<file path="config.mk">
export PLATFORM = sky130hd
export DESIGN_NAME = ik_pos_err
export DESIGN_NICKNAME = d
export VERILOG_FILES = /design/src/rtl/ik_pos_err.sv
export SDC_FILE = /design/constraint.sdc
export NUM_CORES = 2
export LEC_CHECK = 0
export CORE_MARGIN = 2
export CORE_UTILIZATION = 60
export CTS_CLUSTER_SIZE = 30
export DETAILED_ROUTE_END_ITERATION = 10
export PLACE_DENSITY_LB_ADDON = 0.15
export SLEW_MARGIN = 10
export SYNTH_ARGS = -nofsm -noshare
export SYNTH_HDL_FRONTEND = slang
export SYNTH_SLANG_ARGS = --single-unit
</file>
<file path="constraint.sdc">
create_clock -name clk -period 14.27 [get_ports clk]
set_input_delay 1.427 -clock clk [delete_from_list [all_inputs] [get_ports clk]]
set_output_delay 1.427 -clock clk [all_outputs]
set_load 0.05 [all_outputs]
</file>
<file path="src/rtl/ik_pos_err.sv">
// Position-error stage for the IK loop: per-axis error, squared norm via one shared multiplier, convergence flag.
// Optional build macro IK_POS_ERR_STATS_EN adds a saturating completed-evaluation counter on eval_count.
module ik_pos_err #(
  parameter int W         = 27,
  parameter int FRAC_BITS = 16,
  parameter int SQ_W      = 32
) (
  input  logic                clk,
  input  logic                reset,
  input  logic                start,
  input  logic                mat_valid,
  input  logic signed [W-1:0] pos_x,
  input  logic signed [W-1:0] pos_y,
  input  logic signed [W-1:0] pos_z,
  input  logic signed [W-1:0] tgt_x,
  input  logic signed [W-1:0] tgt_y,
  input  logic signed [W-1:0] tgt_z,
  input  logic [SQ_W-1:0]     tol_sq,
  output logic                busy,
  output logic                done,
  output logic signed [W:0]   err_x,
  output logic signed [W:0]   err_y,
  output logic signed [W:0]   err_z,
  output logic [SQ_W-1:0]     err_sq,
  output logic                converged,
  output logic [15:0]         eval_count
);

  localparam int ACC_W = SQ_W + 10;
  localparam int PW    = 2 * (W + 1);

  typedef enum logic [2:0] {
    S_IDLE = 3'd0,
    S_WAIT = 3'd1,
    S_SUB  = 3'd2,
    S_SQ   = 3'd3,
    S_CMP  = 3'd4,
    S_DONE = 3'd5
  } state_t;

  state_t state_r, state_s;

  logic signed [W-1:0] pos_x_r, pos_y_r, pos_z_r;
  logic signed [W-1:0] tgt_x_r, tgt_y_r, tgt_z_r;
  logic signed [W:0]   err_x_r, err_y_r, err_z_r;
  logic signed [W:0]   sub_x_s, sub_y_s, sub_z_s;
  logic signed [W:0]   sel_err_s;
  logic [W:0]          mag_s;
  logic [PW-1:0]       prod_s;
  logic [ACC_W-1:0]    add_s;
  logic [ACC_W-1:0]    acc_r;
  logic [1:0]          axis_r;
  logic [SQ_W-1:0]     err_sq_r, sat_s;
  logic                converged_r;
  logic                busy_r, done_r;

  logic capture_s, load_err_s, sq_step_s, load_cmp_s, busy_nxt_s, done_nxt_s;

  // Clamp the wide accumulator into the SQ_W-bit result range.
  function automatic logic [SQ_W-1:0] sat_sq(input logic [ACC_W-1:0] a);
    if (|a[ACC_W-1:SQ_W]) begin
      return {SQ_W{1'b1}};
    end else begin
      return a[SQ_W-1:0];
    end
  endfunction

  // State register
  always_ff @(posedge clk) begin
    if (reset) begin
      state_r <= S_IDLE;
    end else begin
      state_r <= state_s;
    end
  end

  // Next-state logic; start outside IDLE is deliberately ignored
  always_comb begin
    state_s = state_r;
    case (state_r)
      S_IDLE: begin
        if (start && mat_valid) begin
          state_s = S_SUB;
        end else if (start) begin
          state_s = S_WAIT;
        end else begin
          state_s = S_IDLE;
        end
      end
      S_WAIT: begin
        if (mat_valid) begin
          state_s = S_SUB;
        end else begin
          state_s = S_WAIT;
        end
      end
      S_SUB:  state_s = S_SQ;
      S_SQ: begin
        if (axis_r == 2'd2) begin
          state_s = S_CMP;
        end else begin
          state_s = S_SQ;
        end
      end
      S_CMP:  state_s = S_DONE;
      S_DONE: state_s = S_IDLE;
      default: state_s = S_IDLE;
    endcase
  end

  // Output/control decode
  always_comb begin
    capture_s  = 1'b0;
    load_err_s = 1'b0;
    sq_step_s  = 1'b0;
    load_cmp_s = 1'b0;
    case (state_r)
      S_IDLE:  capture_s  = start & mat_valid;
      S_WAIT:  capture_s  = mat_valid;
      S_SUB:   load_err_s = 1'b1;
      S_SQ:    sq_step_s  = 1'b1;
      S_CMP:   load_cmp_s = 1'b1;
      S_DONE:  capture_s  = 1'b0;
      default: capture_s  = 1'b0;
    endcase
    busy_nxt_s = (state_s != S_IDLE);
    done_nxt_s = (state_s == S_DONE);
  end

  // Errors are formed one bit wider than the inputs so the difference cannot wrap.
  assign sub_x_s = {tgt_x_r[W-1], tgt_x_r} - {pos_x_r[W-1], pos_x_r};
  assign sub_y_s = {tgt_y_r[W-1], tgt_y_r} - {pos_y_r[W-1], pos_y_r};
  assign sub_z_s = {tgt_z_r[W-1], tgt_z_r} - {pos_z_r[W-1], pos_z_r};

  // Shared squarer: select axis, take magnitude, square, drop fraction bits
  always_comb begin
    case (axis_r)
      2'd0:    sel_err_s = err_x_r;
      2'd1:    sel_err_s = err_y_r;
      2'd2:    sel_err_s = err_z_r;
      default: sel_err_s = {(W+1){1'b0}};
    endcase
    if (sel_err_s[W]) begin
      mag_s = $unsigned(-sel_err_s);
    end else begin
      mag_s = $unsigned(sel_err_s);
    end
    prod_s = {{(W+1){1'b0}}, mag_s} * {{(W+1){1'b0}}, mag_s};
    add_s  = ACC_W'(prod_s >> FRAC_BITS);
    sat_s  = sat_sq(acc_r);
  end

  // Input capture and datapath registers
  always_ff @(posedge clk) begin
    if (reset) begin
      pos_x_r     <= {W{1'b0}};
      pos_y_r     <= {W{1'b0}};
      pos_z_r     <= {W{1'b0}};
      tgt_x_r     <= {W{1'b0}};
      tgt_y_r     <= {W{1'b0}};
      tgt_z_r     <= {W{1'b0}};
      err_x_r     <= {(W+1){1'b0}};
      err_y_r     <= {(W+1){1'b0}};
      err_z_r     <= {(W+1){1'b0}};
      acc_r       <= {ACC_W{1'b0}};
      axis_r      <= 2'd0;
      err_sq_r    <= {SQ_W{1'b0}};
      converged_r <= 1'b0;
    end else begin
      if (capture_s) begin
        pos_x_r <= pos_x;
        pos_y_r <= pos_y;
        pos_z_r <= pos_z;
        tgt_x_r <= tgt_x;
        tgt_y_r <= tgt_y;
        tgt_z_r <= tgt_z;
      end
      if (load_err_s) begin
        err_x_r <= sub_x_s;
        err_y_r <= sub_y_s;
        err_z_r <= sub_z_s;
        acc_r   <= {ACC_W{1'b0}};
        axis_r  <= 2'd0;
      end else if (sq_step_s) begin
        acc_r  <= acc_r + add_s;
        axis_r <= axis_r + 2'd1;
      end
      // tol_sq is sampled live here, not at capture
      if (load_cmp_s) begin
        err_sq_r    <= sat_s;
        converged_r <= (sat_s <= tol_sq);
      end
    end
  end

  // Registered status outputs
  always_ff @(posedge clk) begin
    if (reset) begin
      busy_r <= 1'b0;
      done_r <= 1'b0;
    end else begin
      busy_r <= busy_nxt_s;
      done_r <= done_nxt_s;
    end
  end

`ifdef IK_POS_ERR_STATS_EN
  logic [15:0] eval_count_r;

  // Saturating completed-evaluation counter
  always_ff @(posedge clk) begin
    if (reset) begin
      eval_count_r <= 16'h0000;
    end else if ((state_r == S_DONE) && (eval_count_r != 16'hFFFF)) begin
      eval_count_r <= eval_count_r + 16'h0001;
    end else begin
      eval_count_r <= eval_count_r;
    end
  end

  assign eval_count = eval_count_r;
`else
  assign eval_count = 16'h0000;
`endif

  assign busy      = busy_r;
  assign done      = done_r;
  assign err_x     = err_x_r;
  assign err_y     = err_y_r;
  assign err_z     = err_z_r;
  assign err_sq    = err_sq_r;
  assign converged = converged_r;

endmodule
</file>
==> impl.org <==
** Logic synthesis
- For this run, the register share of the synthesized area comes to 16.0%.
- For this run, the leading register cell type out of synthesis is dfxtp_1.
- Mux cell area share after synthesis :: 0.150%
- The cell count after synthesis came out at 4957.
- Summing the areas of all compound-gate instances in the mapped netlist gives 13.8% of the synthesized area.
- For this run, asynchronously set or reset flops after synthesis account for 0%.
- The synthesized design contains 328 register bits.
- After Yosys synthesis, full adders, half adders and majority gates account for 41.0% of the synthesized area.
- Syn. warnings :: 0
- Largest family of logic cells by synthesized area :: adder cells
- Number of enable flip-flop cells after synthesis :: 0
- Simple logic cell fraction of the synthesized area :: 13.5%
- The synthesized netlist devotes 3.57% of its cell area to XOR and XNOR gates.
- The largest total area in the synthesized netlist belongs to fa_1.
- In this run, distinct cell masters in the synthesized netlist total 78.
- Synthesized cell area :: 40900 µm²
- Averaged over all synthesized cells, the footprint is 8.26 µm².
- After synthesis, the cell types taking the most area are fa_1 30%, dfxtp_1 16%, ha_1 11%.
- Yosys top cell area share :: 29.7%

** Clocking
- Hold repair after CTS inserted 0 buffers.
- Clock root buffer master :: clkbuf_16
- TritonCTS clock tree :: done
- After clock tree synthesis, the clock-pin slew on the worst setup and hold paths is 0.06 ns.
- Clock tree synthesis inserted a total of 38 buffers.
- The clock tree synthesis step divided the H-tree into 2 levels.
- Clock network latency to the later pin of the worst-skew pair :: 0.59 ns
- The clock passes through at most 3 buffers.
- TritonCTS sink count :: 328

** STA
- Setup total negative slack on the finished layout was measured at 0 ns.
- In this run the tightest slew margin relative to its limit is 21.3%.
- Setup repair after global routing left no endpoint under its margin.
- Number of hold violations in the final report :: 0
- Final hold analysis gives a worst-case slack of 0.454 ns.
- Setup violations remaining at the end of the flow were counted as 0.
- Setup slack on the critical path of the routed design comes to 0.718 ns.
- Number of max-slew violations in the final report :: 0
- Derived from the worst setup path, the maximum achievable clock frequency is 0.0738 GHz.
- For the finished layout, the period the worst path requires is 13.55 ns.
- Clock skew on the completed layout was measured at 0.0464 ns.
- For the pin with the worst max-slew slack, the measured transition is 1.17 ns.
- Share of the clock period used by the worst path after layout :: 95.0%

** Die
- The initial utilization of the core area, before any placement, comes to 60.7%.
- Top-Level Pins :: 333
- Die boundary width :: 265 µm
- Core outline area :: 67400 µm²
- The die is 265 µm tall.
- Number of rows created at floorplan :: 95
- Area of the die :: 70300 µm²

** Worst setup path
- Classification of the worst setup path :: reg -> reg
- Highest-delay cell along the critical path :: a222oi_1
- Type of element launching the critical path :: register
- STA classifies the critical path endpoint as a register.
- In this run the critical register-to-register path is launched from axis_r[0]$_SDFFE_PP0N_.
- In this run the register-to-register setup slack is 0.72 ns.
- Maximum fanout count along the critical path :: 29
- The largest single stage delay on the critical path is 0.85 ns.
- Required arrival time at the worst endpoint :: 14.71 ns
- By instance count, the cell type seen most on the critical path is fa_1.
- STA puts the critical path data arrival time at 13.99 ns.
- Reg2Reg Depth :: 42
- RR Endpoint :: acc_r[36]$_SDFFE_PP0N_

** GRT
- Global routing consumed, on the met3 layer, 7.65% of the routing resources.
- The number of antenna violations at the first check in global routing came to 1.
- Routing layer with the top usage in global route :: met2
- For this run, the total global-route usage over all layers was measured as 34.8%.
- For met2 alone, demand over resource in global routing was 58.4%.
- For this run the aggregate overflow at the end of global routing stands at 0.
- Pin count of the biggest net entering global routing :: 96
- The first global-routing pass estimated 190000 µm of wire.
- Vias in the first global route :: 35000
- Met1 track demand over resource :: 42.0%

** Layout
- Cells fill 68.7% of the core in the end.
- Excluding fillers, the count of instances in the completed layout stands at 6105.
- Layout area overhead :: 13.1%
- In the layout the commonest cells are 1060 x inv_1, 703 x nand2_1, 607 x fa_1, 369 x ha_1, 339 x nor2_1.
- The number of antenna diodes in the final layout is 0.
- In the final layout, the share of cells above drive strength 1 is 3.19%.
- The finished cells cover 46300 µm².
- Most common library cell in the layout ignoring fill and taps :: inv_1
- Final #Nets :: 6377

** Placement
- Once detailed placement completed, the half-perimeter wirelength came to 97300 µm.
- Routability-driven placement finished with a final weighted congestion of 0.994.
- In this run the tool buffered the top-level ports with 316 buffer cells.
- Timing analysis after detailed placement gives a worst setup slack of 0.433 ns.
- Total cell area at the placement stage :: 44900 µm²
- The number of placed instances, taps included, is 6027.

** Power and ir drop
- For this design the total switching power over the nets is 3.09 mW.
- Switching part of the total :: 50.0%
- The completed layout was analyzed and its total power is 6.17 mW.
- Sequential share of power :: 17.1%
- The worst-case IR drop observed on VDD is 0.160 mV.
- Dividing total power by cell area gives a power density of 133 nW/µm².
- In this run the static leakage power is 23.2 nW.
- Of the total power, the clock network draws 16.5%.
- Combinational group share of total power :: 66.5%
- The internal portion of the total power is 3.08 mW.

** Detailed routing
- Number of routed nets with antenna violations :: 0
- Average wire per standard cell :: 19.7 µm
- The pre-antenna-repair detailed-routing pass consisted of 7 iterations.
- Detailed Route Iter0 Violations :: 2635
- The detailed router placed 34100 vias in this run.
- In the routed layout, each cell is associated on average with a via count of 5.58.
- Drt drc :: 0
- The routed design has 120000 µm of wire.

** Min path
- The path class of the tightest hold or removal check is reg -> reg.
- For hold timing, the worst endpoint is pos_y_r[9]$_SDFFE_PP0P_.
- The worst hold path passes through 2 cells.
- The worst hold path begins at pos_y_r[9]$_SDFFE_PP0P_.

** Run status
- The flow ran to the end, and the final reports show no timing, DRC or antenna violations.

** Job
- Max-cap violations :: 0
## cells in the mapped netlist (12+ instances only)
cell type,number
a22o_1,19
xnor2_1,103
clkbuf_1,169
ha_1,369
o21ai_0,169
and4_1,12
nor3_1,27
buf_1,13
o211ai_1,17
or2_2,17
nor4_1,16
o21a_1,33
o31ai_1,16
nand4_1,26
nand2b_1,33
a22oi_1,18
inv_1,1063
fa_1,607
buf_2,14
dfxtp_1,328
a21o_1,100
and3_1,12
a222oi_1,28
xor2_1,64
nor2_1,341
buf_4,16
a21oi_1,318
a32o_1,12
o21bai_1,22
nand3_1,41
or3_1,20
a211oi_1,48
nor2b_1,31
a31oi_1,19
nand2_1,703
## critical path: cells and delay by family (launching register included)
family / cells / cell delay, ns
adder cells (fa/ha/maj): 10 / 4.96
AO/OA/AOI/OAI: 15 / 4.15
flip-flops: 1 / 0.40
XOR/XNOR: 3 / 0.30
buffers and inverters: 5 / 0.67
AND/OR/NAND/NOR: 9 / 2.92
## metal layers
metal | vias to the layer above | wire (µm)
li1 | 16000 | -
met1 | 16400 | 45600
met2 | 1327 | 56800
met3 | 331 | 10100
met4 | 2 | 7520
met5 | - | 16
## power by group through the flow
stage	registers (mW)	clock network (mW)	logic, mW
floorplan	1.12	0	2.76
global placement	1.07	0	3.99
detailed placement	1.07	0	4.03
CTS	1.05	1.03	4.05
global route	1.06	1.06	4.53
finish	1.05	1.02	4.10
## kinds of logic (layout without fill, tap and decap cells)
family                     after synthesis  count (layout)
xor gates and xnor gates               167             167
and+or+nand+nor                       1305            1305
other                                    2              38
buffers and inverters                 1284            1523
DFF                                    328             328
adders and majority gates              976             976
AOI/OAI and AO/OA                      889             889
muxes                                    6               6
## flip-flops by register name (all words and copies together) (netlist names)
register / count
acc_r: 42
err_sq: 32
err_x: 28
err_y: 28
err_z: 28
pos_x_r: 27
pos_y_r: 27
pos_z_r: 27
tgt_x_r: 27
tgt_y_r: 27
tgt_z_r: 27
state_r: 3
axis_r: 2
busy: 1
converged: 1
done: 1
## layout make-up
| type | instances | area [µm²] |
|---|---|---|
| Multi-Input combinational cell | 3381 | 29600 |
| Tap cell | 873 | 1090 |
| Clock buffer | 54 | 1100 |
| Clock inverter | 15 | 203 |
| Fill cell | 5711 | 21100 |
| Sequential cell | 328 | 6570 |
| Inverter | 1071 | 4030 |
| Timing Repair Buffer | 383 | 3670 |
## how the worst max path moves through the flow
stage / endpoint / cells after the start / from / slack, ns
2_1_floorplan: acc_r[36]$_SDFFE_PP0N_ / 50 / axis_r[0]$_SDFFE_PP0N_ / 3.00
3_3_place_gp: acc_r[36]$_SDFFE_PP0N_ / 47 / axis_r[0]$_SDFFE_PP0N_ / 0.75
3_5_place_dp: acc_r[36]$_SDFFE_PP0N_ / 47 / axis_r[0]$_SDFFE_PP0N_ / 0.43
4_1_cts: acc_r[36]$_SDFFE_PP0N_ / 47 / axis_r[0]$_SDFFE_PP0N_ / 0.41
5_1_grt: acc_r[36]$_SDFFE_PP0N_ / 48 / axis_r[0]$_SDFFE_PP0N_ / 0.01
6_report: acc_r[36]$_SDFFE_PP0N_ / 42 / axis_r[0]$_SDFFE_PP0N_ / 0.72
## repair_timing
item                                    4_1_cts  5_1_grt
setup buffers                                 0        9
gates resized for setup                       0        4
endpoints found under the setup margin        0       11
Power figures use the tool's default switching activity.
